[config.mk]
export PLATFORM = sky130hd
export DESIGN_NAME = approx_mult_pipe
export DESIGN_NICKNAME = d
export VERILOG_FILES = /design/src/rtl/approx_mult_pkg.sv /design/src/rtl/approx_quad_reduce.sv /design/src/rtl/approx_mult_pipe.sv
export SDC_FILE = /design/constraint.sdc
export NUM_CORES = 1
export LEC_CHECK = 0
export ABC_AREA = 1
export CORE_UTILIZATION = 39
export DETAILED_ROUTE_END_ITERATION = 16
export DONT_BUFFER_PORTS = 1
export GPL_TIMING_DRIVEN = 0
export HOLD_SLACK_MARGIN = 0.15
export PLACE_DENSITY = 0.54
export SKIP_LAST_GASP = 1
export SYNTH_ARGS = -nofsm -noshare
export SYNTH_HDL_FRONTEND = slang
export SYNTH_SLANG_ARGS = --single-unit
[constraint.sdc]
create_clock -name clk -period 2.5 [get_ports clk]
set_input_delay 0.375 -clock clk [delete_from_list [all_inputs] [get_ports clk]]
set_output_delay 0.375 -clock clk [all_outputs]
set_load 0.005 [all_outputs]
[src/rtl/approx_mult_pkg.sv]
// approx_mult_pkg: compressor cell functions and width-derived sizes shared by approx_mult_pipe
package approx_mult_pkg;
  function automatic int nquad(input int w);
    return w / 4;
  endfunction
  function automatic int pw(input int w);
    return 2 * w;
  endfunction
  // Approximate 4:2 cell, returns {carry, sum}; column value is sum + 2*carry
  function automatic logic [1:0] approx_cell(input logic x1, input logic x2, input logic x3, input logic x4);
    logic p, q;
    p = x1 & x2;
    q = x3 & x4;
    return {p | q, (p & q) | (x1 ^ x2) | (x3 ^ x4)};
  endfunction
  function automatic logic [2:0] exact_count(input logic x1, input logic x2, input logic x3, input logic x4);
    return 3'(x1) + 3'(x2) + 3'(x3) + 3'(x4);
  endfunction
endpackage

[src/rtl/approx_quad_reduce.sv]
// approx_quad_reduce: four partial-product rows to sum/carry vectors (value = sum + carry), per-column approx/exact
module approx_quad_reduce import approx_mult_pkg::*; #(
  parameter int PW = 16,
  parameter int APPROX_COLS = 8
) (
  input  logic [PW-1:0] r0,
  input  logic [PW-1:0] r1,
  input  logic [PW-1:0] r2,
  input  logic [PW-1:0] r3,
  input  logic          exact,
  output logic [PW-1:0] sum,
  output logic [PW-1:0] carry
);
  logic [PW:0] ci;
  logic [PW:0] cy;
  logic unused_msb;
  assign ci[0] = 1'b0;
  assign cy[0] = 1'b0;
  // Exact columns pass weight-2 pairs up a ripple chain so the remainder fits in one sum and one carry bit
  for (genvar c = 0; c < PW; c++) begin : g_col
    logic [1:0] ap;
    logic [2:0] cnt;
    logic       co;
    logic [1:0] t;
    logic       apx;
    assign ap = approx_cell(r0[c], r1[c], r2[c], r3[c]);
    assign cnt = exact_count(r0[c], r1[c], r2[c], r3[c]);
    assign co = cnt >= 3'd2;
    assign t = 2'(cnt - {1'b0, co, 1'b0}) + {1'b0, ci[c]};
    assign apx = (c < APPROX_COLS) && !exact;
    assign sum[c] = apx ? ap[0] : t[0];
    assign cy[c+1] = apx ? ap[1] : t[1];
    assign ci[c+1] = apx ? 1'b0 : co;
  end
  assign carry = cy[PW-1:0];
  assign unused_msb = ci[PW] ^ cy[PW];
endmodule

[src/rtl/approx_mult_pipe.sv]
// approx_mult_pipe: 3-stage WIDTH x WIDTH multiplier on approximate 4:2 compressors with valid/ready.
// Define APPROX_ERR_MON_EN to add an exact-product error monitor (err_clr, err_count, err_max).
module approx_mult_pipe import approx_mult_pkg::*; #(
  parameter int WIDTH = 8,
  parameter int APPROX_COLS = WIDTH
) (
  input  logic                 clk,
  input  logic                 rst,
  input  logic                 in_valid,
  output logic                 in_ready,
  input  logic [WIDTH-1:0]     in_a,
  input  logic [WIDTH-1:0]     in_b,
  input  logic                 in_exact,
  output logic                 out_valid,
  input  logic                 out_ready,
`ifdef APPROX_ERR_MON_EN
  input  logic                 err_clr,
  output logic [31:0]          err_count,
  output logic [2*WIDTH-1:0]   err_max,
`endif
  output logic [2*WIDTH-1:0]   out_p
);
  localparam int NQUAD = nquad(WIDTH);
  localparam int PW = pw(WIDTH);
  logic v1, v2, v3;
  logic ld1, ld2, ld3;
  logic ex1;
  logic [PW-1:0] pp [WIDTH];
  logic [PW-1:0] rs [NQUAD];
  logic [PW-1:0] rc [NQUAD];
  logic [PW-1:0] s2s [NQUAD];
  logic [PW-1:0] s2c [NQUAD];
  logic [PW-1:0] total;
  assign ld3 = ~v3 | out_ready;
  assign ld2 = ~v2 | ld3;
  assign ld1 = ~v1 | ld2;
  assign in_ready = ld1;
  assign out_valid = v3;
  always_ff @(posedge clk or posedge rst) begin
    if (rst) begin
      v1 <= 1'b0;
      v2 <= 1'b0;
      v3 <= 1'b0;
    end else begin
      if (ld1) v1 <= in_valid;
      if (ld2) v2 <= v1;
      if (ld3) v3 <= v2;
    end
  end
  always_ff @(posedge clk) begin
    if (ld1 && in_valid) begin
      for (int i = 0; i < WIDTH; i++) pp[i] <= PW'(in_a & {WIDTH{in_b[i]}}) << i;
      ex1 <= in_exact;
    end
    if (ld2 && v1) begin
      for (int k = 0; k < NQUAD; k++) begin
        s2s[k] <= rs[k];
        s2c[k] <= rc[k];
      end
    end
  end
  for (genvar k = 0; k < NQUAD; k++) begin : g_quad
    approx_quad_reduce #(.PW(PW), .APPROX_COLS(APPROX_COLS)) u_red (
      .r0(pp[4*k]),
      .r1(pp[4*k+1]),
      .r2(pp[4*k+2]),
      .r3(pp[4*k+3]),
      .exact(ex1),
      .sum(rs[k]),
      .carry(rc[k])
    );
  end
  always_comb begin
    total = '0;
    for (int k = 0; k < NQUAD; k++) total = total + s2s[k] + s2c[k];
  end
  // out_p only reloads with a real beat, so it holds its value while stalled or draining
  always_ff @(posedge clk or posedge rst) begin
    if (rst) out_p <= '0;
    else if (ld3 && v2) out_p <= total;
  end
`ifdef APPROX_ERR_MON_EN
  logic [WIDTH-1:0] a1, b1, a2, b2;
  logic [PW-1:0] ex3, diff;
  always_ff @(posedge clk) begin
    if (ld1 && in_valid) begin
      a1 <= in_a;
      b1 <= in_b;
    end
    if (ld2 && v1) begin
      a2 <= a1;
      b2 <= b1;
    end
    if (ld3 && v2) ex3 <= PW'(a2) * PW'(b2);
  end
  assign diff = ex3 >= out_p ? ex3 - out_p : out_p - ex3;
  always_ff @(posedge clk or posedge rst) begin
    if (rst) begin
      err_count <= '0;
      err_max <= '0;
    end else if (err_clr) begin
      err_count <= '0;
      err_max <= '0;
    end else if (v3 && out_ready && diff != '0) begin
      err_count <= err_count + 32'(err_count != '1);
      if (diff > err_max) err_max <= diff;
    end
  end
`endif
endmodule

* Yosys cells after proc, flatten, opt, wreduce, memory -nomap -nowiden *
Memories as Yosys holds them, arrays and structs flattened.
Index checks and enable logic that the tools add are counted.

storage, ports and cells
  flip-flop bits (word level) = 20
  bits in writable memories = 182
  input port bits = 21
  output and inout bits = 18
  memories = 3

operators by class
  add/sub/neg operators = 161
  order comparisons = 30
  muxes and demuxes = 52
  bitwise operators = 142
  reduce and logical (&&, ||, !) cells = 3

memories
  memory  words  bits a word  read ports  clocked after memory_dff  wr ports  RTL line                RTL
  pp      8      15           8           0                         8         approx_mult_pipe.sv:28  logic [PW-1:0] pp [WIDTH];
  s2s     2      16           2           0                         2         approx_mult_pipe.sv:31  logic [PW-1:0] s2s [NQUAD];
  s2c     2      15           2           0                         2         approx_mult_pipe.sv:32  logic [PW-1:0] s2c [NQUAD];

operators with widths
  cell                                                  number
  adder 3 x 1 -> 3 bit                                  60
  >= comparator 3 x 2 -> 1 bit (second input constant)  30
  AND 8 bit                                             8
  adder 1 x 1 -> 2 bit                                  30
  subtractor 2 bit                                      30
  adder 2 x 1 -> 2 bit                                  28
  2-to-1 mux 1 bit                                      52
  bitwise OR 1 bit                                      51
  adder 16 bit                                          3
  AND 1 bit                                             48
  XOR 1 bit                                             32
  adder 2 x 1 -> 3 bit (second input constant)          2
  adder 3 x 1 -> 3 bit (second input constant)          2
  adder 1 x 1 -> 2 bit (both inputs constant)           2
  logical AND 1 bit                                     3
  inverter 1 bit                                        3
  adder 1 bit                                           2
  subtractor 1 bit (second input constant)              2

* Logic depth before layout (Yosys ltp) *
An unclocked memory read counts as a cell.

  word-level depth = 8
  gate-level depth with buffers = 14
  gate-level depth less buffers = 14

* Cells and area by module *
Synthesis repeated with hierarchy kept, for this count alone.

second synthesis, totals
  cell total of the unflattened synthesis = 1,246
  area, all modules = 11,208.2 µm²

by module, submodules not included
  module                                 times used  cells each  area an instance (µm²)  seq. area each (µm²)
  approx_mult_pipe                       1           651         6,981.7                 4,349.2
  approx_quad_reduce at g_quad[0].u_red  1           300         2,120.8                 0.0
  approx_quad_reduce at g_quad[1].u_red  1           295         2,105.8                 0.0

* Worst setup path after synthesis *
No wires, ideal clock.

  path kind = register -> register
  start = memory s2s[0][4]
  end = register out_p[8]
  setup time = 0.126 ns
  arrival time = 2.263 ns
  required time = 2.374 ns
  path slack = 0.110 ns
  stages on the path, launching flop included = 12
  path buffers = 0
  period minus slack after synthesis = 2.390 ns
  cell sequence = edfxtp_1 inv_1 fa_1 inv_1 ha_1 ha_1 fa_1 nand2_1 nand3_1 nand2_1 xor2_1 o21ai_0

RTL lines
  item                  RTL line                RTL
  from (decl)           approx_mult_pipe.sv:31
  to (signal assigned)  approx_mult_pipe.sv:80  else if (ld3 && v2) out_p <= total;
  to (decl)             approx_mult_pipe.sv:21  output logic [2*WIDTH-1:0] out_p

==> results.md <==
- Status: finished, violations left
- Failing checks: negative setup slack
- CTS Buf Count: 17
- Final hold vios: 0
- Share of cells above drive strength 1: 12.8%
- Worst path cell trace: inv_2, fa_1, inv_2, fa_1, ha_4, nand2_1, nor2_1, nand3_2, nand3_2, nand2_1, nand3_1, nand2_1
- Final Max Slew Viols: 0
- Total GRT Usage: 15.3%
- Placement Setup Slack: -0.126 ns
- Std cell rows: 49
- Power Dens Cells: 1170 nW/um2
- Die W: 140 um
- Clk_skew: 0.00983 ns
- Crit path buf inv count: 2
- Max clock buf depth: 2
- Crit path time final: 2.51 ns
- DR pass1 iterations: 4
- Area grow syn2layout: 17.2%
- Routed wire length: 13,800 um
- Setup crit end kind: flop
- Most common cell after layout, fill and taps aside: nand2_1
- Commonest cells after routing, fill and taps aside: nand2_1, inv_1, edfxtp_1, ha_1, fa_1
- DRC Markers: 0
- Inserted Diodes: 0
- Max Fclk: 398 MHz
- Crit path DAT: 2.81 ns
- Port Buf Inserts: 0
- Number of fill cells: 1,701
- Final period util: 100%
- P_leak: 4.35 nW
- Seq cells post-synth: 126
- Final Setup Violations: 1
- Part of the Yosys area used for sequential elements: 50.0%
- CTS Sinks: 126
- Core ar.: 18,300 um2
- Worst IR drop on VDD: 0.593 mV
- DR iter-0 viols: 219
- Slew @ Worst Pin: 0.884 ns
- Synthesized instance count: 754
- Syn nets: 877
- Dpl cells: 984
- Number of H-tree levels: 4
- Hold Slack: 0.393 ns
- Hold path startpoint: in_b[6]
- CP most frequent cell: nand2_1
- Hold Path End: pp[1][40]$_DFFE_PP_
- Via count: 4,695
- CTS tree: done
- Largest delay share family, worst path: adder cells
- Setup TNS Final: -0.0106 ns
- Finished Layout Cells: 1,026
- HP Class: primary input to flop
- Crit path launch: s2s[0][6]$_DFFE_PP_
- Via density: 4.58
- Critical path's slowest cell: fa_1
- CP Class: flop to flop
- Initial antenna violation count: 0
- Slew margin rel.: 41.0%
- Post-DP HPWL: 9880 um
- RSZ-0062 raised after global routing: yes
- Worst Path Required: 2.80 ns
- Clock Latency Late Sink: 0.41 ns
- Total die area: 19,500 um2
- Max Cap Viol: 0
- Placer Congestion: 0.826
- Worst-path fanout max: 6
- Worst r2r dst: out_p[13]$_DFFE_PP0P_
- Largest net degree at the start of global routing: 45
- Vias in the first global route: 4,872
- Avg Synthesized Cell Area: 9.78 um2
- First-pass GRT wire length: 22,900 um
- Starting Density: 40.4%
- Post-DR wirelength/cell: 13.5 um
- Post-layout util: 47.3%
- Layout Nets: 909
- Internal reg-to-reg setup slack: -0.01 ns
- Startpoint Class: flop
- Synthesized area: 7380 um2
- GRT Residual Overflow: 0
- Routed Antenna Nets: 0
- Synthesis warning total: 0
- Multi-input gate area: 3160 um2
- Worst R2R Path Depth: 12
- CTS clk-pin slew, worst paths: 0.05 ns
- Post-route worst setup slack: -0.0106 ns
- Reg-to-Reg Start: s2s[0][6]$_DFFE_PP_
- Clock tree root buffer cell: clkbuf_16
- CP max stage delay: 0.54 ns
- Die H: 140 um
- Io pins: 39
- Count of cell types in the netlist: 28
- Hold depth: 3
- Register Area: 3690 um2
-- cells in the mapped netlist --
library cell  number  area share, %
nand3_1           19            1.3
nor3_1             6           0.41
a21boi_0           1           0.10
o21ai_2            1           0.12
buf_2              3           0.20
o31ai_4            1           0.29
nand2_1          197             10
a31oi_1            1          0.085
nor2_1            27            1.4
dfrtp_1           19            6.4
clkbuf_1          18           0.92
inv_1            194            9.9
nand4_1            3           0.25
nand3b_1           1           0.10
and3_1             1          0.085
nand3_2            1           0.14
xnor2_1            9            1.1
o21ai_0           16            1.1
a21oi_1           12           0.81
edfxtp_1         107             44
fa_1              29            7.9
or2_2              2           0.17
o21a_1             3           0.31
buf_4              2           0.20
ha_1              73             12
o211ai_1           3           0.31
nor2_2             2           0.17
xor2_1             3           0.36
-- tightest hold or removal path: cells and delay by family --
kind | cells | cell delay, ns
buffers and inverters | 2 | 0.25
and+or+nand+nor | 1 | 0.07
-- cells by family (layout without fill, tap and decap cells) --
| kind of cell | count (synthesis) | after routing | synth area share [%] |
|---|---|---|---|
| DFF | 126 | 126 | 50.0 |
| buffers and inverters | 217 | 260 | 11.2 |
| adders and majority gates | 102 | 102 | 20.3 |
| and+or+nand+nor | 259 | 259 | 14.0 |
| AOI/OAI and AO/OA | 38 | 38 | 3.10 |
| xor gates and xnor gates | 12 | 12 | 1.43 |
-- what timing repair did --
| item | CTS | global route |
|---|---|---|
| buffers inserted | 1 | 7 |
| endpoints found under the setup margin | 9 | 15 |
| gates resized for setup | 16 | 46 |
| pin swaps | 4 | 30 |
| hold buffers | 4 | 0 |
| endpoints found under the hold margin | 22 | 0 |
-- flip-flops by register name (all words and copies together), names as in the netlist --
signal and flops:
s2c 20, ex1 1, v1 1, out_p 16
v2 1, s2s 22, out_valid 1, pp 64
-- metal layers --
layer	vias up	track usage [%]	wire (um)
li1	2383	-	-
met4	0	5.73	267
met3	19	3.82	456
met1	2213	18.8	6430
met2	80	26.1	6670
met5	-	0	0
-- metrics by stage --
step	power, mW	area [um2]
finish	10.1	8640
floorplan	5.84	7380
detailed placement	6.64	7680
global route	11.0	8640
CTS	9.55	8410
global placement	6.53	7660
-- cell type report --
class | count | area share, %
Sequential cell | 126 | 42.7
Multi-Input combinational cell | 411 | 36.6
Inverter | 194 | 8.43
Clock buffer | 20 | 5.05
Tap cell | 229 | 3.31
Clock inverter | 10 | 1.42
Timing Repair Buffer | 13 | 1.39
Buffer | 23 | 1.13
-- how the worst max path moves through the flow --
stage                       endpoint  slack [ns]  cells after the start
6_report       out_p[13]$_DFFE_PP0P_       -0.01                     12
5_1_grt        out_p[14]$_DFFE_PP0P_       -0.13                     14
4_1_cts        out_p[11]$_DFFE_PP0P_      -0.002                     11
3_5_place_dp   out_p[12]$_DFFE_PP0P_       -0.13                     12
3_3_place_gp     pp[1][40]$_DFFE_PP_       -0.50                      5
2_1_floorplan   out_p[8]$_DFFE_PP0P_        0.11                     11
-- where the power goes --
group / internal [mW] / switching [mW] / leakage (nW)
sequential: 2.82 / 0.216 / 1.29
clock: 1.54 / 0.850 / 0.278
combinational: 1.97 / 2.72 / 2.78
No activity file was read; power rests on OpenSTA's default activity.
